File: config.mk
export PLATFORM = sky130hd
export DESIGN_NAME = fpga_tick_timer_sched
export DESIGN_NICKNAME = d
export VERILOG_FILES = /design/src/rtl/fpga_tick_timer_sched.sv
export SDC_FILE = /design/constraint.sdc
export NUM_CORES = 1
export LEC_CHECK = 0
export CORE_MARGIN = 3
export CORE_UTILIZATION = 47
export DETAILED_ROUTE_END_ITERATION = 6
export HOLD_SLACK_MARGIN = 0.05
export SETUP_SLACK_MARGIN = 0.1
export SLEW_MARGIN = 20
export SYNTH_ARGS = -nofsm -noshare
export SYNTH_HDL_FRONTEND = slang
export SYNTH_SLANG_ARGS = --single-unit
File: constraint.sdc
create_clock -name clk25mhz -period 5.1 [get_ports clk25mhz]
set_input_delay 0.765 -clock clk25mhz [delete_from_list [all_inputs] [get_ports clk25mhz]]
set_output_delay 0.765 -clock clk25mhz [all_outputs]
set_load 0.005 [all_outputs]
File: src/rtl/fpga_tick_timer_sched.sv
`default_nettype none
// ============================================================================
// Module   : fpga_tick_timer_sched
// Purpose  : Programmable tick prescaler shared by NUM_CH countdown channels,
//            with round-robin serialisation of expiries onto one event port.
// Revision : 1.0 - initial release
// ============================================================================
module fpga_tick_timer_sched #(
    parameter int NUM_CH  = 4,
    parameter int CNT_W   = 16,
    parameter int DIV_RST = 250000,
    localparam int CH_W   = (NUM_CH > 4) ? 3 : 2
) (
    input  logic              clk25mhz,
    input  logic              reset_n,
    input  logic              cfg_div_we,
    input  logic [17:0]       cfg_div,
    output logic              tick,
    input  logic              arm_valid,
    output logic              arm_ready,
    input  logic [CH_W-1:0]   arm_ch,
    input  logic [CNT_W-1:0]  arm_count,
    input  logic              arm_periodic,
    output logic [NUM_CH-1:0] ch_active,
    output logic              evt_valid,
    input  logic              evt_ready,
    output logic [CH_W-1:0]   evt_ch,
    output logic              evt_overrun
);

    localparam logic [17:0] C_DIV_RST = 18'(DIV_RST);

    typedef enum logic [0:0] {
        ST_IDLE    = 1'b0,
        ST_PRESENT = 1'b1
    } state_t;

    logic [17:0]       r_pc;
    logic [17:0]       r_div_q;
    logic [17:0]       r_div_pend;
    logic              r_upd;
    logic              r_tick;
    logic              w_wrap;
    logic              w_arm_acc;

    state_t            r_state;
    state_t            w_state_nxt;
    logic [CH_W-1:0]   r_evt_ch;
    logic [CH_W-1:0]   r_rr_ptr;
    logic              r_evt_valid;
    logic              w_hs_any;
    logic              w_load;
    logic              w_found;
    logic [CH_W-1:0]   w_ch_inc;
    logic [CH_W-1:0]   w_start;
    logic [CH_W-1:0]   w_sel;
    logic              w_ovr_sel;
    int                w_best;

    logic [NUM_CH-1:0] w_active;
    logic [NUM_CH-1:0] w_ovr;
    logic [NUM_CH-1:0] w_avail;

    // ------------------------------------------------------------------------
    // Prescaler: a new divisor only takes effect at a wrap, so the running
    // period always completes with the old value.
    // ------------------------------------------------------------------------
    assign w_wrap = (r_pc == (r_div_q - 18'd1));

    always_ff @(posedge clk25mhz or negedge reset_n) begin
        if (!reset_n) begin
            r_pc       <= '0;
            r_div_q    <= C_DIV_RST;
            r_div_pend <= C_DIV_RST;
            r_upd      <= 1'b0;
            r_tick     <= 1'b0;
        end else begin
            r_tick <= w_wrap;
            r_pc   <= w_wrap ? '0 : r_pc + 18'd1;
            if (w_wrap && r_upd) begin
                r_div_q <= r_div_pend;
            end
            if (cfg_div_we) begin
                r_div_pend <= (cfg_div < 18'd2) ? 18'd2 : cfg_div;
                r_upd      <= 1'b1;
            end else if (w_wrap) begin
                r_upd <= 1'b0;
            end
        end
    end

    assign tick      = r_tick;
    assign arm_ready = ~r_tick;
    assign w_arm_acc = arm_valid && !r_tick;

    assign r_evt_valid = (r_state == ST_PRESENT);
    assign w_hs_any    = r_evt_valid && evt_ready;
    assign w_ch_inc    = (int'(r_evt_ch) + 1 >= NUM_CH) ? '0 : r_evt_ch + CH_W'(1);

    // ------------------------------------------------------------------------
    // Channels
    // ------------------------------------------------------------------------
    for (genvar c = 0; c < NUM_CH; c++) begin : g_ch
        logic [CNT_W-1:0] r_cnt;
        logic [CNT_W-1:0] r_rel;
        logic             r_per;
        logic             r_act;
        logic             r_pend;
        logic             r_ovr;
        logic             w_arm;
        logic             w_exp;
        logic             w_shown;
        logic             w_hs;

        assign w_arm   = w_arm_acc && (int'(arm_ch) == c);
        assign w_exp   = r_tick && r_act && (r_cnt == CNT_W'(1));
        assign w_shown = r_evt_valid && (int'(r_evt_ch) == c);
        assign w_hs    = w_shown && evt_ready;

        always_ff @(posedge clk25mhz or negedge reset_n) begin
            if (!reset_n) begin
                r_cnt  <= '0;
                r_rel  <= '0;
                r_per  <= 1'b0;
                r_act  <= 1'b0;
                r_pend <= 1'b0;
                r_ovr  <= 1'b0;
            end else begin
                if (w_arm) begin
                    r_cnt <= arm_count;
                    r_rel <= arm_count;
                    r_per <= arm_periodic;
                    r_act <= (arm_count != '0);
                end else if (r_tick && r_act) begin
                    if (w_exp) begin
                        if (r_per) begin
                            r_cnt <= r_rel;
                        end else begin
                            r_cnt <= '0;
                            r_act <= 1'b0;
                        end
                    end else begin
                        r_cnt <= r_cnt - CNT_W'(1);
                    end
                end

                // A presented event is only ever retired by its handshake.
                if (w_exp) begin
                    if (r_pend && !w_hs) begin
                        r_ovr <= 1'b1;
                    end else begin
                        r_pend <= 1'b1;
                        if (w_hs) begin
                            r_ovr <= 1'b0;
                        end
                    end
                end else if (w_hs) begin
                    r_pend <= 1'b0;
                    r_ovr  <= 1'b0;
                end else if (w_arm) begin
                    r_ovr <= 1'b0;
                    if (!w_shown) begin
                        r_pend <= 1'b0;
                    end
                end
            end
        end

        assign w_active[c] = r_act;
        assign w_ovr[c]    = r_ovr;
        assign w_avail[c]  = r_pend && !w_hs && !(w_arm && !w_shown);
    end

    assign ch_active = w_active;

    // ------------------------------------------------------------------------
    // Round-robin pick: nearest available channel at or after the start point
    // ------------------------------------------------------------------------
    always_comb begin
        w_start = w_hs_any ? w_ch_inc : r_rr_ptr;
        w_sel   = '0;
        w_best  = NUM_CH;
        for (int c = 0; c < NUM_CH; c++) begin
            if (w_avail[c] && (((c - int'(w_start) + NUM_CH) % NUM_CH) < w_best)) begin
                w_best = (c - int'(w_start) + NUM_CH) % NUM_CH;
                w_sel  = CH_W'(c);
            end
        end
        w_found = |w_avail;
    end

    always_comb begin
        w_state_nxt = r_state;
        w_load      = 1'b0;
        case (r_state)
            ST_IDLE: begin
                if (w_found) begin
                    w_state_nxt = ST_PRESENT;
                    w_load      = 1'b1;
                end
            end
            ST_PRESENT: begin
                if (evt_ready) begin
                    if (w_found) begin
                        w_load = 1'b1;
                    end else begin
                        w_state_nxt = ST_IDLE;
                    end
                end
            end
            default: w_state_nxt = ST_IDLE;
        endcase
    end

    always_ff @(posedge clk25mhz or negedge reset_n) begin
        if (!reset_n) begin
            r_state  <= ST_IDLE;
            r_evt_ch <= '0;
            r_rr_ptr <= '0;
        end else begin
            r_state <= w_state_nxt;
            if (w_load) begin
                r_evt_ch <= w_sel;
            end
            if (w_hs_any) begin
                r_rr_ptr <= w_ch_inc;
            end
        end
    end

    always_comb begin
        w_ovr_sel = 1'b0;
        for (int c = 0; c < NUM_CH; c++) begin
            if (int'(r_evt_ch) == c) begin
                w_ovr_sel = w_ovr[c];
            end
        end
    end

    assign evt_valid   = r_evt_valid;
    assign evt_ch      = r_evt_ch;
    assign evt_overrun = r_evt_valid && w_ovr_sel;

endmodule
`default_nettype wire

# Word-level counts from Yosys, hierarchy flattened
# Index checks and enable logic that the tools add are counted.
dict set report totals {
  reg_bits 205
  latchBits 0
  ram_bits 0
  mem_bits_ro 0
  in_bits 42
  out_inout_bits 10
  elab_cells 266
  memories 0
}
dict set report classes {
  addsub 16
  multipliers 0
  n_div 0
  n_lt_le_gt_ge 6
  n_eq_ne 27
  shifts 0
  n_mux 93
  bitwise_logic 6
  reduce_logical 86
}
# cell n
set op_table {}
lappend op_table {{16-bit two-way mux} 16}
lappend op_table {{3-bit by 32-bit < comparator with 1-bit output} 3}
lappend op_table {{32-bit two-way mux} 3}
lappend op_table {{1-bit two-way mux} 66}
lappend op_table {{16-bit by 1-bit equality test with 1-bit output (second input constant)} 4}
lappend op_table {{16-bit by 1-bit subtractor with 16-bit output (second input constant)} 4}
lappend op_table {{1-bit logical AND} 40}
lappend op_table {{18-bit two-way mux} 2}
lappend op_table {{3-bit AND reduction} 8}
lappend op_table {{3-bit by 4-bit adder with 5-bit output (second input constant)} 4}
lappend op_table {{18-bit by 1-bit adder with 18-bit output (second input constant)} 1}
lappend op_table {{18-bit equality test} 1}
lappend op_table {{18-bit by 2-bit < comparator with 1-bit output (second input constant)} 1}
lappend op_table {{2-bit nonzero test} 9}
lappend op_table {{18-bit by 1-bit subtractor with 18-bit output (second input constant)} 1}
lappend op_table {{16-bit nonzero test} 1}
lappend op_table {{1-bit logical NOT} 13}
lappend op_table {{3-bit by 1-bit inequality test with 1-bit output (second input constant)} 4}
lappend op_table {{3-bit by 2-bit inequality test with 1-bit output (second input constant)} 4}
lappend op_table {{3-bit nonzero test} 4}
lappend op_table {{2-bit equality test (second input constant)} 4}
lappend op_table {{2-bit two-way mux} 4}
lappend op_table {{2-bit by 1-bit inequality test with 1-bit output (second input constant)} 4}
lappend op_table {{2-bit inequality test (second input constant)} 4}
lappend op_table {{14 further kinds} 29}

# Depth between registers and ports, before layout
# Gate-level depths: netlist of run 1.
dict set report logic_depth {
  ltp_word 20
  depth_mapped 18
  mapped_depth_nobuf 18
}

# Worst setup path after synthesis of run 1
# OpenSTA, ideal clock, no wires.
dict set report synth_timing {
  kind {input port to flip-flop}
  from {in arm_ch[0]}
  to {reg r_evt_ch[0] (netlist: evt_ch[0])}
  setup_time_ns 0.087
  arrival_time_ns 3.828
  required_ns 5.013
  setup_slack_ns 1.185
  path_stages 15
  path_buffers 2
  cell_sequence {clkbuf_1 > or4b_1 > clkbuf_1 > o211ai_2 > mux2i_1 > a21oi_1 > ha_1 > a21oi_1 > o21bai_1 > nand2_1 > o21ai_0 > ha_1 > or4_1 > mux2_2 > o211ai_1}
}
dict set report synth_between {
  elab_chain_len 16
  elab_cells_between_ends 37
  classes_between {order compare (3); eq/ne (3); mux (9); reduce/logical (22)}
}
# element line_no
set synth_lines {}
lappend synth_lines {{start: declaration} 21} ;# input logic [CH_W-1:0] arm_ch,
lappend synth_lines {{2-bit logical NOT} 115} ;# assign w_arm = w_arm_acc && (int'(arm_ch) == c);
lappend synth_lines {{1-bit logical AND} 115}
lappend synth_lines {{1-bit logical AND} 171} ;# assign w_avail[c] = r_pend && !w_hs && !(w_arm && !w_shown);
lappend synth_lines {{1-bit logical NOT} 171}
lappend synth_lines {{1-bit logical AND} 171}
lappend synth_lines {{1-bit logical AND} 184} ;# if (w_avail[c] && (((c - int'(w_start) + NUM_CH) % NUM_CH) < w_best)) begin
lappend synth_lines {{32-bit two-way mux} 184}
lappend synth_lines {{3-bit by 32-bit < comparator with 1-bit output} 184}
lappend synth_lines {{1-bit logical AND} 184}
lappend synth_lines {{32-bit two-way mux} 184}
lappend synth_lines {{3-bit by 32-bit < comparator with 1-bit output} 184}
lappend synth_lines {{1-bit logical AND} 184}
lappend synth_lines {{32-bit two-way mux} 184}
lappend synth_lines {{3-bit by 32-bit < comparator with 1-bit output} 184}
lappend synth_lines {{1-bit logical AND} 184}
lappend synth_lines {{2-bit two-way mux} 184}
lappend synth_lines {{end signal: assignment} 223} ;# r_evt_ch <= w_sel;
lappend synth_lines {{end: declaration} 48} ;# logic [CH_W-1:0] r_evt_ch;
# Parallel ways exist; a longest one is shown, timed or not.
# A chain may end at the register's enable or synchronous reset.

# Worst setup path in the final report of run 1
# Ends and elaborated chain as after synthesis.

==> flow_summary.toml, run 1 <==
[outcome]
outcome = "finished, final reports clean"

[worst_setup_path]
crit_type = "in -> reg"
path_cells = "clkdlybuf4s50_1, or4b_1, o211ai_2, mux2i_1, a21oi_1, ha_1, a21oi_1, o21bai_1, o21ai_0, ha_1, or4_1, mux2_2, o211ai_1"
end_kind = "register"
worstPathArrival_ns = 4.48
ff2ff_setup_slack_ns = 1.30
rr_worst_depth = 12
worstPathRequired_ns = 5.53
r2r-start = "tick$_DFF_PN0_"
worstReg2RegEnd = "evt_ch[0]$_DFFE_PN0P_"
worstSetupStartpoint = "arm_ch[0]"
crit_buf_inv = 1
crit_slowest_cell = "or4b_1"
worstPathMaxFanout = 8
cpPeakStageDelay_ns = 0.61
worstSetupStartpointType = "primary input"
crit_family = "simple AND/OR/NAND/NOR gates"

[synth]
synth_async_sr_flop_share = 1.00
syn_inst = 1255
yosys.area.top_type_share = 0.430
yosys.area_share.simple = 0.253
synth_compound_area_frac = 0.136
synth_area_um2 = 11100
synth_ff_type = "dfrtp_1"
synthTopCellsByArea = "dfrtp_1, nand2_1, nor2_1, dfstp_2, xnor2_1"
yosys-mux-area-fraction = 0.0438
synthAdderAreaFrac = 0.0180
synth_top_family_by_area = "simple AND/OR/NAND/NOR gates"
synth_edf_count = 0
ys_seq_area_frac = 0.463
ys_ff_latch = 205
synth_xor_area_frac = 0.0489
yosys_warnings = 0
synth_top_area_cell = "dfrtp_1"
synth.avg_cell_area_um2 = 8.86
syn_nets = 1313
synthDistinctLibCells = 79

[global_route]
grt_max_degree = 108
grt_pass1_vias = 8906
antenna_found_initial = 0
grt.total_usage = 0.232
gr-total-overflow = 0
grt_pass1_wl_mm = 48.8

[pwr]
p_switching_w = 0.00124
clkPwrFrac = 0.371
power_leakage_nw = 5.53
peakVddDrop_mv = 0.271
p_total_w = 0.00430
comb_power_share = 0.156
p_sw_frac = 0.288
seqPwrFrac = 0.473
intPower_w = 0.00306
power.density_nw_per_um2 = 341

[timing]
setup_violations = 0
finalCritPeriodShare = 0.795
period_minus_slack_ns = 4.05
slew_headroom = 0.274
slew_viol_final = 0
rsz0062_at_grt = "false"
timing.hold.ws_ns = 0.354
fmax_mhz = 247
worstMarginPinSlew_ns = 1.09
fin_tns_setup_ns = 0
hold_violations = 0
skew_ns = 0.0153

[detailed_routing]
via_count = 9094
dr.first_iter.drc_count = 469
avgRoutedWirePerCell_um = 18.3
drc = 0
via_per_inst = 5.67
dr.pass1.iters = 5
wirelength_mm = 29.4
antenna_left = 0

[clock_tree]
root_buffer = "clkbuf_16"
post-cts-setup-buffers = 0
cts_tree = "built"
clkLatencyLatePin_ns = 0.51
clock-sinks = 205
hold_buffers = 0
clk_pin_slew_worst_paths_ns = 0.06
cts_made_buffers = 23
htree_num_levels = 1
cts.path.max_buffers = 3
ctsResizeCount = 0

[floorplanning]
start_util = 0.485
die_h_um = 160
die-area_um2 = 25500
num_rows = 55
fp.dieW_um = 160
core_area_um2 = 22900
ios = 52

[placement]
hpwl_mm = 19.4
portBuffers = 51
place_area_um2 = 11900
gp_congestion = 0.853
place_inst = 1564

[layout]
drive_gt1_frac = 0.0952
final_cell_area_um2 = 12600
nets = 1334
areaGrowthSynthToFinish_pct = 13.4
fin_cells = 1605
fillers = 2098
diodes = 0

[min_path]
hold_path.class = "in -> async"

[job]
drv_cap = 0
[per-layer routing]
metal	global-route usage	part of all wire	up-vias
li1	-	-	4465
met1	0.331	0.47	4407
met2	0.375	0.46	175
met3	0.0332	0.042	47
met4	0.0580	0.026	0
met5	0	0	-
[final cells by class]
cell class / count / area (µm²) / area share
Tap cell: 313 / 392 / 0.0311
Clock buffer: 36 / 694 / 0.0551
Multi-Input combinational cell: 953 / 5600 / 0.444
Inverter: 27 / 101 / 0.00804
Sequential cell: 205 / 5150 / 0.409
Clock inverter: 5 / 25.0 / 0.00199
Timing Repair Buffer: 66 / 639 / 0.0507
[worst register-to-register path, stage by stage (launching register included)]
cell and delay, ns:
dfrtp_1 0.53, or4b_1 0.64, o211ai_2 0.40, mux2i_1 0.24, a21oi_1 0.11, ha_1 0.28
a21oi_1 0.06, o21bai_1 0.27, o21ai_0 0.13, ha_1 0.21, or4_1 0.51, mux2_2 0.27
o211ai_1 0.08
[layout by cell type, fill, tap and decap left out, drive strengths merged, types with 7 or more instances in the layout]
cell type / instances
nor4: 28
nand2b: 11
mux2: 34
nor3: 32
clkdlybuf4s50: 50
or3: 10
o21ai: 51
nand2: 282
dfrtp: 191
o311ai: 9
nor2: 109
nand3: 46
or4: 8
nand4: 13
buf: 15
xnor2: 39
xor2: 23
a31oi: 39
inv: 27
ha: 16
a21oi: 56
clkbuf: 37
and2: 14
dfstp: 14
o211ai: 38
mux2i: 7
[power by group through the flow]
stage | clock network, W | logic [W] | registers [W]
6_report | 0.00159 | 0.000669 | 0.00203
5_1_grt | 0.00170 | 0.000770 | 0.00207
4_1_cts | 0.00163 | 0.000676 | 0.00203
3_5_place_dp | 0 | 0.000673 | 0.00206
3_3_place_gp | 0 | 0.000661 | 0.00206
2_1_floorplan | 0 | 0.000483 | 0.00199
[flip-flops by register name, indices dropped and copies added, names as in the netlist]
name,cells
evt_ch,2
evt_valid,1
g_ch.r_act,4
g_ch.r_cnt,64
g_ch.r_ovr,4
g_ch.r_pend,4
g_ch.r_per,4
g_ch.r_rel,64
r_div_pend,18
r_div_q,18
r_pc,18
r_rr_ptr,2
r_upd,1
tick,1
[worst max path at each step]
stage | end | cells past startpoint
finish | evt_ch[0]$_DFFE_PN0P_ | 13
global route | evt_ch[0]$_DFFE_PN0P_ | 13
CTS | evt_ch[0]$_DFFE_PN0P_ | 13
detailed placement | evt_ch[0]$_DFFE_PN0P_ | 13
global placement | evt_ch[0]$_DFFE_PN0P_ | 13
floorplan | evt_ch[0]$_DFFE_PN0P_ | 15
[kinds of logic after synthesis]
group           count (synthesis)
xor+xnor                       62
buf+inv                        97
simple gates                  596
flops                         205
compound gates                238
mux                            41
fa+ha+maj                      16
[through the flow]
stage          utilization  setup slack (ns)
2_1_floorplan            -              1.19
3_3_place_gp         0.518             0.626
3_5_place_dp         0.518             0.558
4_1_cts              0.550              1.07
5_1_grt              0.550             0.859
6_report             0.550              1.05
[cell usage after synthesis (all sizes together) (4+ instances only)]
| master | count |
|---|---|
| nand2 | 282 |
| dfrtp | 191 |
| nor2 | 109 |
| clkbuf | 62 |
| a21oi | 56 |
| o21ai | 51 |
| nand3 | 46 |
| a31oi | 39 |
| xnor2 | 39 |
| o211ai | 38 |
| mux2 | 34 |
| nor3 | 32 |
| nor4 | 28 |
| inv | 27 |
| xor2 | 23 |
| ha | 16 |
| and2 | 14 |
| dfstp | 14 |
| nand4 | 13 |
| nand2b | 11 |
| or3 | 10 |
| o311ai | 9 |
| buf | 8 |
| or4 | 8 |
| mux2i | 7 |
| and3 | 6 |
| nand3b | 6 |
| o31ai | 6 |
| a22oi | 5 |
| nor2b | 5 |
| nor4b | 5 |
| o22ai | 5 |
| a32oi | 4 |
| nand4b | 4 |
| nor3b | 4 |
Power figures use the tool's default switching activity.
==> run 2: changes to the inputs <==
--- a/config.mk
+++ b/config.mk
@@ -9,6 +9,7 @@
 export CORE_UTILIZATION = 47
 export DETAILED_ROUTE_END_ITERATION = 6
 export HOLD_SLACK_MARGIN = 0.05
+export PLACE_DENSITY = 0.67
 export SETUP_SLACK_MARGIN = 0.1
 export SLEW_MARGIN = 20
 export SYNTH_ARGS = -nofsm -noshare
==> constraint.sdc (replaced) <==
create_clock -name clk25mhz -period 3.3 [get_ports clk25mhz]
set_input_delay 0.495 -clock clk25mhz [delete_from_list [all_inputs] [get_ports clk25mhz]]
set_output_delay 0.495 -clock clk25mhz [all_outputs]
set_load 0.005 [all_outputs]
==> flow_summary.toml, run 2 (synthesis gave the netlist of run 1 again) <==
[timing]
worstMarginPinSlew_ns = 0.916
hold_violations = 0
setup_violations = 1
skew_ns = 0.00876
setup_slack_ns = -0.0346
fmax_mhz = 300
finalCritPeriodShare = 1.01
slew_headroom = 0.388
period_minus_slack_ns = 3.33
rsz0062_at_grt = "true"
slew_viol_final = 0

[global_route]
grt_max_degree = 57
gr-total-overflow = 0
grt.total_usage = 0.232
antenna_found_initial = 0
grt_pass1_wl_mm = 49.2
grt_pass1_vias = 9388

[worst_setup_path]
cpPeakStageDelay_ns = 0.53
worstPathMaxFanout = 3
end_kind = "register"
crit_top_cell = "a21oi_2"
worstPathArrival_ns = 3.76
crit_family = "simple AND/OR/NAND/NOR gates"
crit_slowest_cell = "or4b_4"
worstPathRequired_ns = 3.73
path_cells = "or4b_4, o211ai_4, mux2i_2, a21oi_2, ha_1, a21oi_2, o21bai_2, nand2_1, o21ai_2, ha_2, or4_1, mux2_4, o211ai_1"
worstSetupStartpointType = "register"
crit_buf_inv = 0
crit_type = "reg -> reg"

[floorplanning]
core_area_um2 = 22900
ios = 52
die-area_um2 = 25500
start_util = 0.485
fp.dieW_um = 160
num_rows = 55
die_h_um = 160

[pwr]
power_leakage_nw = 5.78
seqPwrFrac = 0.442
p_total_w = 0.00712
p_switching_w = 0.00201
power.density_nw_per_um2 = 543
intPower_w = 0.00511
comb_power_share = 0.168
peakVddDrop_mv = 0.419
p_sw_frac = 0.282
clkPwrFrac = 0.390

[clock_tree]
clk_pin_slew_worst_paths_ns = 0.06
cts_tree = "built"
root_buffer = "clkbuf_16"
clkLatencyLatePin_ns = 0.51
cts_made_buffers = 24
cts.path.max_buffers = 3
htree_num_levels = 1
clock-sinks = 205

[placement]
place_ws_ns = -0.570
gp_congestion = 0.899
portBuffers = 51
place_area_um2 = 12200
hpwl_mm = 20.1

[layout]
diodes = 0
utilization = 0.572
final_cell_area_um2 = 13100
areaGrowthSynthToFinish_pct = 17.9
drive_gt1_frac = 0.137
final_cell_mix = "nand2_1, dfrtp_1, nor2_1, buf_4, a21oi_1"
reg.largest.list = "g_ch.r_cnt: 64 flops, g_ch.r_rel: 64 flops"
layout_commonest_cell = "nand2_1"
nets = 1376

[job]
drv_cap = 0

[detailed_routing]
antenna_left = 0
via_count = 9490
dr.pass1.iters = 5
avgRoutedWirePerCell_um = 17.9
wirelength_mm = 29.5
drt-met1-wl_mm = 13.4
met3_length_mm = 1.85
top_layer_used = "met4"
dr.first_iter.drc_count = 725
via_per_inst = 5.76
wl_met2_mm = 13.3
drc = 0

[outcome]
outcome = "finished, violations left"
failed_checks = "negative setup slack"

[min_path]
hold_path.class = "in -> async"
-- run 2: cell types whose count changed in the layout (fill, tap and decap cells not counted), sizes merged --
cell           change
bufinv             +3
dlygate4sd3        +1
dlymetal6s2s       +1
clkdlybuf4s50      -3
clkinv             -1
buf               +40
clkinvlp           +1
clkbuf             -1
dlygate4sd2        +2
-- run 2: worst paths after layout --
path                                              startpoint                            to  slack [ns]  cells after the start
worst min register to register  g_ch[2].r_rel[2]$_DFFE_PN0P_  g_ch[2].r_rel[2]$_DFFE_PN0P_        0.47                      2
worst max register to register                tick$_DFF_PN0_         evt_ch[0]$_DFFE_PN0P_       -0.03                     13
worst max-delay path                          tick$_DFF_PN0_         evt_ch[0]$_DFFE_PN0P_       -0.03                     13
max in group asynchronous                            reset_n       r_div_q[17]$_DFFE_PN1P_        1.99                      3
worst min-delay path                                 reset_n     r_div_pend[0]$_DFFE_PN0P_        0.47                      2
min in group clk25mhz           g_ch[2].r_rel[2]$_DFFE_PN0P_  g_ch[2].r_rel[2]$_DFFE_PN0P_        0.47                      2
-- run 2: cell type report --
type                    instances  area (µm²)
multi-input cells             953        5670
clock inverters                 8         121
clock buffers                  35         713
inverters                      27         101
well taps                     313         392
flip-flops and latches        205        5150
fillers                      2054        9820
repair buffers                107         950
-- run 2: routing by layer --
metal,global-route usage,up-vias
met2,0.367,313
met1,0.332,4568
met4,0.0722,0
met3,0.0355,65
met5,0,-
li1,-,4544
-- run 2: worst reg2reg max path, delay by kind of cell (launching register included) --
kind	cells	cell delay, ns
muxes	2	0.54
DFF	1	0.38
and+or+nand+nor	3	1.11
AOI/OAI and AO/OA	6	0.75
adders and majority gates	2	0.47
-- run 2: repair_timing --
action,4_1_cts,5_1_grt
endpoints found under the hold margin,32,0
resized for setup,4,17
hold buffers,1,0
buffers inserted,2,2
pin swaps,6,10
setup endpoints to repair,2,3
-- run 2: power by group through the flow --
stage	clock network (W)	registers (W)	logic [W]
finish	0.00278	0.00315	0.00119
global route	0.00294	0.00320	0.00135
CTS	0.00285	0.00314	0.00115
detailed placement	0	0.00317	0.00114
global placement	0	0.00317	0.00111
floorplan	0	0.00307	0.000766
-- run 2: metrics by stage --
stage,hold WS [ns],instances,setup TNS [ns]
5_1_grt,0.479,1648,-0.235
4_1_cts,0.468,1646,0
2_1_floorplan,0.199,1255,-0.169
3_5_place_dp,0.445,1600,-1.07
6_report,0.468,1648,-0.0346
3_3_place_gp,0.441,1600,-0.943
